[src/rtl/prm_chk_pkg.sv]
// ============================================================================
// Module      : prm_chk_pkg
// Description : Shared constants, types and helpers for the PRM edge-check
//               scheduler.
// Revision    : 1.0 - initial release
// ============================================================================
`default_nettype none

package prm_chk_pkg;

    localparam int CODE_W = 15;

    typedef logic [CODE_W-1:0] chk_code_t;

    // Widest-case view of one reduced result; actual port widths are derived
    // from NREQ/NOBS and are zero-extended into these fields.
    typedef struct packed {
        logic [7:0]  id;
        logic        hit;
        logic [15:0] first;
        logic [16:0] count;
    } chk_rsp_t;

    function automatic int clog2(input int value);
        int r;
        r = 0;
        for (int i = 0; i < 31; i++) begin
            if ((1 << i) < value) begin
                r = i + 1;
            end
        end
        return r;
    endfunction

endpackage

`default_nettype wire

[src/rtl/prm_rr_arb.sv]
// ============================================================================
// Module      : prm_rr_arb
// Description : Round-robin arbiter with one-hot grant and rotating pointer.
// Revision    : 1.0 - initial release
// ============================================================================
`default_nettype none

module prm_rr_arb #(
    parameter int NREQ  = 4,
    parameter int IDX_W = 2
) (
    input  logic             clk,
    input  logic             rst,
    input  logic [NREQ-1:0]  valid_i,
    input  logic             en_i,
    output logic [NREQ-1:0]  grant_o,
    output logic [IDX_W-1:0] grant_idx_o,
    output logic             grant_any_o
);

    logic [IDX_W-1:0] ptr_q;
    logic [IDX_W-1:0] ptr_d;

    // First pass scans indices at or above the pointer, second pass wraps.
    always_comb begin
        grant_o     = '0;
        grant_idx_o = '0;
        grant_any_o = 1'b0;
        if (en_i) begin
            for (int i = 0; i < NREQ; i++) begin
                if (!grant_any_o && valid_i[i] && (IDX_W'(i) >= ptr_q)) begin
                    grant_o[i]  = 1'b1;
                    grant_idx_o = IDX_W'(i);
                    grant_any_o = 1'b1;
                end
            end
            for (int i = 0; i < NREQ; i++) begin
                if (!grant_any_o && valid_i[i]) begin
                    grant_o[i]  = 1'b1;
                    grant_idx_o = IDX_W'(i);
                    grant_any_o = 1'b1;
                end
            end
        end
    end

    always_comb begin
        ptr_d = ptr_q;
        if (grant_any_o) begin
            ptr_d = (grant_idx_o == IDX_W'(NREQ - 1)) ? '0 : grant_idx_o + IDX_W'(1);
        end
    end

    always_ff @(posedge clk) begin
        if (rst) begin
            ptr_q <= '0;
        end else begin
            ptr_q <= ptr_d;
        end
    end

endmodule

`default_nettype wire

[src/rtl/prm_edge_chk_sched.sv]
// ============================================================================
// Module      : prm_edge_chk_sched
// Description : Shares one obstacle-checker bank between NREQ requesters and
//               queues reduced hit/first/count results in an output FIFO.
// Revision    : 1.0 - initial release
// ============================================================================
`default_nettype none

module prm_edge_chk_sched
    import prm_chk_pkg::*;
#(
    parameter  int NREQ       = 4,
    parameter  int NOBS       = 512,
    parameter  int FIFO_DEPTH = 4,
    localparam int ID_W       = (NREQ > 1) ? clog2(NREQ) : 1,
    localparam int FIRST_W    = (NOBS > 1) ? clog2(NOBS) : 1,
    localparam int CNT_W      = clog2(NOBS + 1)
) (
    input  logic                     clk,
    input  logic                     rst,
    input  logic [NREQ-1:0]          req_valid,
    input  logic [NREQ*CODE_W-1:0]   req_code,
    output logic [NREQ-1:0]          req_ready,
    output logic [CODE_W-1:0]        chk_code,
    input  logic [NOBS-1:0]          chk_mask,
    output logic                     rsp_valid,
    input  logic                     rsp_ready,
    output logic [ID_W-1:0]          rsp_id,
    output logic                     rsp_hit,
    output logic [FIRST_W-1:0]       rsp_first,
    output logic [CNT_W-1:0]         rsp_count,
    output logic                     busy
);

    localparam int FIFO_AW = clog2(FIFO_DEPTH);
    localparam int FCNT_W  = clog2(FIFO_DEPTH + 1);

    logic                credit;
    logic [NREQ-1:0]     grant;
    logic [ID_W-1:0]     grant_idx;
    logic                grant_any;
    chk_code_t           code_sel;

    logic                s1_valid_q, s1_valid_d;
    logic [ID_W-1:0]     s1_id_q, s1_id_d;
    chk_code_t           chk_code_q, chk_code_d;

    logic [FIRST_W-1:0]  red_first;
    logic [CNT_W-1:0]    red_cnt;

    logic [ID_W-1:0]     fifo_id_q    [FIFO_DEPTH];
    logic                fifo_hit_q   [FIFO_DEPTH];
    logic [FIRST_W-1:0]  fifo_first_q [FIFO_DEPTH];
    logic [CNT_W-1:0]    fifo_cnt_q   [FIFO_DEPTH];
    logic [FIFO_AW-1:0]  wr_ptr_q, wr_ptr_d;
    logic [FIFO_AW-1:0]  rd_ptr_q, rd_ptr_d;
    logic [FCNT_W-1:0]   count_q, count_d;
    logic                push;
    logic                pop;

    // Credit counts the S1 slot so an accepted code always has a FIFO entry.
    assign credit = !rst && ((int'(count_q) + int'(s1_valid_q)) < FIFO_DEPTH);

    prm_rr_arb #(
        .NREQ  (NREQ),
        .IDX_W (ID_W)
    ) u_arb (
        .clk         (clk),
        .rst         (rst),
        .valid_i     (req_valid),
        .en_i        (credit),
        .grant_o     (grant),
        .grant_idx_o (grant_idx),
        .grant_any_o (grant_any)
    );

    assign req_ready = grant;

    always_comb begin
        code_sel = '0;
        for (int i = 0; i < NREQ; i++) begin
            if (grant[i]) begin
                code_sel = code_sel | req_code[i*CODE_W +: CODE_W];
            end
        end
    end

    always_comb begin
        s1_valid_d = grant_any;
        s1_id_d    = s1_id_q;
        chk_code_d = chk_code_q;
        if (grant_any) begin
            s1_id_d    = grant_idx;
            chk_code_d = code_sel;
        end
    end

    always_ff @(posedge clk) begin
        if (rst) begin
            s1_valid_q <= 1'b0;
            s1_id_q    <= '0;
            chk_code_q <= '0;
        end else begin
            s1_valid_q <= s1_valid_d;
            s1_id_q    <= s1_id_d;
            chk_code_q <= chk_code_d;
        end
    end

    assign chk_code = chk_code_q;

    // Descending scan leaves the lowest set lane in red_first.
    always_comb begin
        red_first = '0;
        red_cnt   = '0;
        for (int k = NOBS - 1; k >= 0; k--) begin
            if (chk_mask[k]) begin
                red_first = FIRST_W'(k);
            end
        end
        for (int k = 0; k < NOBS; k++) begin
            red_cnt = red_cnt + CNT_W'(chk_mask[k]);
        end
    end

    assign push = s1_valid_q;
    assign pop  = rsp_valid && rsp_ready;

    always_comb begin
        wr_ptr_d = push ? wr_ptr_q + FIFO_AW'(1) : wr_ptr_q;
        rd_ptr_d = pop  ? rd_ptr_q + FIFO_AW'(1) : rd_ptr_q;
        case ({push, pop})
            2'b10:   count_d = count_q + FCNT_W'(1);
            2'b01:   count_d = count_q - FCNT_W'(1);
            default: count_d = count_q;
        endcase
    end

    always_ff @(posedge clk) begin
        if (rst) begin
            wr_ptr_q <= '0;
            rd_ptr_q <= '0;
            count_q  <= '0;
        end else begin
            wr_ptr_q <= wr_ptr_d;
            rd_ptr_q <= rd_ptr_d;
            count_q  <= count_d;
        end
    end

    // Storage is never reset; outputs are masked by rsp_valid instead.
    always_ff @(posedge clk) begin
        if (push) begin
            fifo_id_q[wr_ptr_q]    <= s1_id_q;
            fifo_hit_q[wr_ptr_q]   <= (red_cnt != '0);
            fifo_first_q[wr_ptr_q] <= red_first;
            fifo_cnt_q[wr_ptr_q]   <= red_cnt;
        end
    end

    assign rsp_valid = (count_q != '0);
    assign rsp_id    = rsp_valid ? fifo_id_q[rd_ptr_q]    : '0;
    assign rsp_hit   = rsp_valid && fifo_hit_q[rd_ptr_q];
    assign rsp_first = rsp_valid ? fifo_first_q[rd_ptr_q] : '0;
    assign rsp_count = rsp_valid ? fifo_cnt_q[rd_ptr_q]   : '0;
    assign busy      = s1_valid_q || rsp_valid;

endmodule

`default_nettype wire

[config.mk]
export PLATFORM = sky130hd
export DESIGN_NAME = prm_edge_chk_sched
export DESIGN_NICKNAME = d
export VERILOG_FILES = /design/src/rtl/prm_chk_pkg.sv /design/src/rtl/prm_rr_arb.sv /design/src/rtl/prm_edge_chk_sched.sv
export SDC_FILE = /design/constraint.sdc
export NUM_CORES = 2
export LEC_CHECK = 0
export CORE_AREA = 2 2 242 244
export CTS_CLUSTER_DIAMETER = 120
export DETAILED_ROUTE_END_ITERATION = 7
export DIE_AREA = 0 0 244 246
export PLACE_DENSITY_LB_ADDON = 0.2
export SLEW_MARGIN = 25
export SYNTH_ARGS = -nofsm -noshare
export SYNTH_HDL_FRONTEND = slang
export SYNTH_HIERARCHICAL = 1
export SYNTH_SLANG_ARGS = --single-unit
[constraint.sdc]
create_clock -name clk -period 17.8 [get_ports clk]
set_input_delay 3.56 -clock clk [delete_from_list [all_inputs] [get_ports clk]]
set_output_delay 3.56 -clock clk [all_outputs]
set_load 0.05 [all_outputs]
# Word-level counts from Yosys, hierarchy flattened
# Memory sizes are Yosys's and may differ from the RTL's. A register that Yosys moved wholly into a read port is not among the register bits.
# Cells that the tools add are included.
word_totals:
  out_inout_bits: 43
  regBits: 27
  mem_bits_rw: 88
  memories: 4
  elab_cells: 1128
  input_bits: 579
memory_table:
  columns: ["memory", "depth", "word_bits", "read_ports", "rd_clocked_by_memory_dff", "wr", "line_no", "rtl"]
  rows:
  - ["fifo_cnt_q", 4, 10, 1, 1, 1, "prm_edge_chk_sched.sv:54", "logic [CNT_W-1:0] fifo_cnt_q [FIFO_DEPTH];"]
  - ["fifo_first_q", 4, 9, 1, 1, 1, "prm_edge_chk_sched.sv:53", "logic [FIRST_W-1:0] fifo_first_q [FIFO_DEPTH];"]
  - ["fifo_id_q", 4, 2, 1, 1, 1, "prm_edge_chk_sched.sv:51", "logic [ID_W-1:0] fifo_id_q [FIFO_DEPTH];"]
  - ["fifo_hit_q", 4, 1, 1, 1, 1, "prm_edge_chk_sched.sv:52", "logic fifo_hit_q [FIFO_DEPTH];"]
op_classes:
  n_addsub: 517
  muxes: 563
  n_lt_le_gt_ge: 5
  eq_ne: 3
  bitwise_logic: 3
  reduce_logical: 26
ops:
  columns: ["operator", "count"]
  rows:
  - ["$add 10x1->10", 502]
  - ["$mux 9", 513]
  - ["$mux 15", 4]
  - ["$or 15x15->15", 3]
  - ["$mux 2", 17]
  - ["$mux 1", 26]
  - ["$logic_and 1x1->1", 14]
  - ["$add 9x1->10", 1]
  - ["$mux 10", 1]
  - ["$reduce_bool 10->1", 1]
  - ["$add 8x1->9", 1]
  - ["$add 3x1->4", 2]
  - ["$add 7x1->8", 1]
  - ["$logic_not 1->1", 8]
  - ["$add 6x1->7", 1]
  - ["$add 2x1->2 const B", 3]
  - ["$add 5x1->6", 1]
  - ["$pmux 3 s2", 1]
  - ["$add 4x1->5", 1]
  - ["$eq 2x2->1 const B", 2]
  - ["$ge 1x2->1 const A", 2]
  - ["$ge 2x2->1 const A", 2]
  - ["$lt 4x3->1 const B", 1]
  - ["$mux 4", 1]
  - ["other kinds (8)", 8]

# Longest topological paths before layout
logic_depth:
  depth_word: 512
  mapped_depth: 34
  ltp_nobuf: 34

# Hierarchy
# The synthesis kept the hierarchy.
by_module_without_submodules:
  columns: ["mod", "seq_area_each_um2", "cells_each", "instances", "area_each_um2"]
  rows:
  - ["prm_edge_chk_sched", 3183.1, 2722, 1, 24915.1]
  - ["prm_rr_arb", 40.0, 44, 1, 296.5]

# Worst setup path after synthesis
# Ideal clock, no wire load.
synth_timing:
  path_kind: "in2reg"
  from: "in chk_mask[497]"
  to: "mem fifo_hit_q[0] (data pin)"
  required_ns: 17.514
  setup_ns: 0.286
  n_path_buf: 0
  path_stages: 30
  setup_slack_ns: 5.204
  t_arrival_ns: 12.310
  path_cell_list: "fa_1 > inv_1 > fa_1 > inv_1 > fa_1 > fa_1 > inv_1 > fa_1 > inv_1 > fa_1 > inv_1 > fa_1 > inv_1 > fa_1 > fa_1 > inv_1 > fa_1 > fa_1 > fa_1 > fa_1 > inv_1 > ha_1 > a21o_1 > a21oi_1 > nand2b_1 > a21boi_1 > or4_1 > o311ai_1 > o21ai_0 > or4b_1"
synth_via:
  elab_chain_len: 16
synth_rtl:
  columns: ["item", "line_no", "rtl"]
  rows:
  - ["from (decl)", "prm_edge_chk_sched.sv:25", "input logic [NOBS-1:0] chk_mask,"]
  - ["$add 10x1->10 (15 in series)", "prm_edge_chk_sched.sv:122", "red_cnt = red_cnt + CNT_W'(chk_mask[k]);"]
  - ["via red_cnt[9]", "prm_edge_chk_sched.sv:49", "logic [CNT_W-1:0] red_cnt;"]
  - ["$reduce_bool 10->1", "prm_edge_chk_sched.sv:155", "fifo_hit_q[wr_ptr_q] <= (red_cnt != '0);"]
  - ["to (decl)", "prm_edge_chk_sched.sv:52", null]
# The timed path passes the listed nets, and every way through them passes these cells.

# Worst setup path in the final report
layout_timing:
  from: "in chk_mask[361]"
  to: "mem fifo_hit_q[3] (data pin)"
layout_via:
  elab_chain_len: 152
layout_rtl:
  columns: ["item", "line_no"]
  rows:
  - ["$add 10x1->10 (151 in series)", "prm_edge_chk_sched.sv:122"]
  - ["via red_cnt[6]", "prm_edge_chk_sched.sv:49"]
  - ["$reduce_bool 10->1", "prm_edge_chk_sched.sv:155"]
# The timed path passes the listed nets, and every way through them passes these cells.

==> out/metrics.yaml <==
nets: 4547
multi_input_area_um2: 19300
die_x_um: 244
min_delay_path_depth: 2
cts_sinks: 117
fmax_mhz: 73.6
grt_pass1_vias: 26500
cts_buffers: 25
antenna_found_initial: 14
dr.first_iter.drc_count: 2958
path_class: "input port to flip-flop"
fin_tns_setup_ps: 0
avgSynthCellArea_um2: 9.11
synth_seq_cells: 117
drive_gt1_share_pct: 3.17
initial_core_util_pct: 43.9
cts-resized-gates: 0
hold_buffers: 0
synth_cells: 2766
place_ws_ps: 3870
grt_usage_pct: 41.0
fillers: 5019
timing.rr.start: "count_q[0]"
first_pass_iters: 7
cts_tree: "done"
maxSlewHeadroom_pct: 22.1
dieHeight_um: 246
yosysSeqAreaShare_pct: 12.8
routed_wl_mm: 125
crit_fanout: 5
via_per_inst: 6.08
setup_violations: 0
status: "complete, no violations"
core_area_um2: 57400
async_reset_ff_share_pct: 0
synth.largest_area_cell: "fa_1"
ioPinCount: 622
cpPeakStageDelay_ps: 610
syn_to_final_growth_pct: 31.3
timing_hold_violations_final: 0
ant_nets: 0
worst_ep_required_time_ps: 17970
rows: 88
final-seq-area_um2: 3220
r2r_cells: 8
fin_crit_ps: 13590
synth_top_family_by_area: "adder cells"
arrival_ps: 13760
route.vias.total: 25400
synth_top_area_share_pct: 39.4
gp_congestion: 1.05
synthAdderAreaFrac_pct: 42.9
utilization_pct: 57.7
synth_edf_count: 88
avgRoutedWirePerCell_um: 29.9
finClkSkew_ps: 11.6
grt_max_degree: 32
synth_xor_area_share_pct: 0.382
synth_ff_type: "edfxtp_1"
clkSlewWorstSetupHoldPaths_ps: 50
crit_top_cell: "fa_1"
crit_path_end_kind: "flip-flop"
grt_setup_unrepaired: "false"
hold_end: "chk_code[1]"
root_buffer: "clkbuf_16"
synth.area.mux_share_pct: 2.12
min_from: "chk_code[1]"
drv_cap: 0
ys_types: 84
io_buffers: 621
cts_max_level: 4
synth-simple-area-share_pct: 17.6
slowest_stage: "clkdlybuf4s50_1"
cts_setup_buffers: 0
cp-start-kind: "input port"
yosys_warnings: 6
fin_crit_sh_pct: 76.4
maxSlewViolCount: 0
reg2reg_to: "count_q[2]"
dieArea_um2: 60000
worst_slack_ps: 4210
hpwlAfterDp_mm: 112
grt_pass1_wl_mm: 177
synth_area_leaders: "fa_1 (39%), edfxtp_1 (10%), inv_1 (10%), nor4_1 (3.9%), nor2_1 (3.7%)"
synth_compound_area_share_pct: 13.5
gr-total-overflow: 0
syn_nets: 3912
min_path_type: "flip-flop to flip-flop"
clock_latency_ps: 460
route.detailed.drc: 0
ctsLongestPathBuffers: 3
syn_area_um2: 25200
reg2reg_slack_ps: 15060
tightest_slew_ps: 1160
[layout make-up]
cell class | count | share of cell area, %
multi-input combinational | 1930 | 58.4
timing repair buffer | 630 | 19.0
sequential | 117 | 9.74
inverter | 697 | 7.90
tap | 765 | 2.89
clock buffer | 28 | 1.92
antenna | 9 | 0.0680
clock inverter | 5 | 0.0643
[metrics by stage]
step,cell area (um2),cells,hold WS (ps)
6_report,33100,4181,483
3_3_place_gp,32400,4139,477
4_1_cts,33100,4172,488
5_1_grt,33100,4176,504
2_1_floorplan,25200,2766,459
3_5_place_dp,32400,4139,478
[worst max-delay path by stage]
| stage | startpoint | endpoint | depth (start not counted) |
|---|---|---|---|
| after global placement | chk_mask[361] | fifo_hit_q[0] | 35 |
| after global routing | chk_mask[361] | fifo_hit_q[0] | 35 |
| after CTS | chk_mask[361] | fifo_hit_q[3] | 35 |
| after detailed placement | chk_mask[361] | fifo_hit_q[1] | 35 |
| final | chk_mask[361] | fifo_hit_q[3] | 35 |
| after floorplan | chk_mask[497] | fifo_hit_q[0] | 30 |
[layer usage]
metal,up-vias,wire [um],part of all wire [%],global-route usage [%]
met5,-,92,0.074,0
met4,14,8450,6.8,22.3
met3,378,11800,9.5,6.51
met2,1786,58500,47,67.6
met1,12600,46100,37,51.8
li1,10700,-,-,-
[placed cells by master (no fill, tap or decap), types with 30 or more instances in the layout]
cell and count:
nand3_1 33, inv_1 695, nor2_1 249, nor3_1 62, ha_1 71, fa_1 496, nor4_1 154, o21ai_0 88
edfxtp_1 88, a22oi_1 30, nand2_1 101, clkdlybuf4s50_1 620, a21oi_1 93, or4_1 51, nand2b_1 37, a211oi_1 33
[logic make-up (layout without fill, tap and decap cells)]
group	after synthesis	after routing
other cells	0	9
mux	26	26
buf+inv	719	1360
xor+xnor	11	11
fa+ha+maj	567	567
simple gates	840	840
compound gates	486	486
flops	117	117
[flip-flops by register name, indices dropped and copies added, names as in the netlist, named ones only]
signal / flops
rd_ptr_q: 2
s1_id_q: 2
push: 1
fifo_cnt_q: 40
fifo_id_q: 8
wr_ptr_q: 2
chk_code: 15
fifo_hit_q: 4
fifo_first_q: 36
count_q: 3
u_arb/ptr_q: 2
[cell usage after synthesis, types with 10 or more instances]
| library cell | number |
|---|---|
| o21bai_1 | 12 |
| nor4_1 | 159 |
| o31ai_1 | 28 |
| clkbuf_1 | 15 |
| ha_1 | 71 |
| edfxtp_1 | 88 |
| a31oi_1 | 18 |
| nor2b_1 | 27 |
| o21ai_0 | 88 |
| a211oi_1 | 33 |
| a22oi_1 | 30 |
| o211ai_1 | 21 |
| nand4_1 | 28 |
| a21o_1 | 10 |
| nand2b_1 | 37 |
| or4_1 | 51 |
| a311oi_1 | 21 |
| o2111ai_1 | 15 |
| a2111oi_0 | 20 |
| nor2_1 | 249 |
| inv_1 | 695 |
| and2_1 | 29 |
| and3_1 | 11 |
| a21oi_1 | 93 |
| or3_1 | 17 |
| nand3_1 | 33 |
| fa_1 | 496 |
| dfxtp_1 | 29 |
| nand2_1 | 101 |
| mux4_2 | 22 |
| o21a_1 | 10 |
| nor3_1 | 62 |
[critical path, delay by kind of cell]
family / cells / cell delay, ps
AOI/OAI and AO/OA: 3 / 460
and+or+nand+nor: 4 / 1160
adders and majority gates: 15 / 7070
xor gates and xnor gates: 1 / 180
buffers and inverters: 12 / 1330
Power is not shown: default switching activity piles up to over one toggle a cycle in this logic, so the estimate is an artifact.
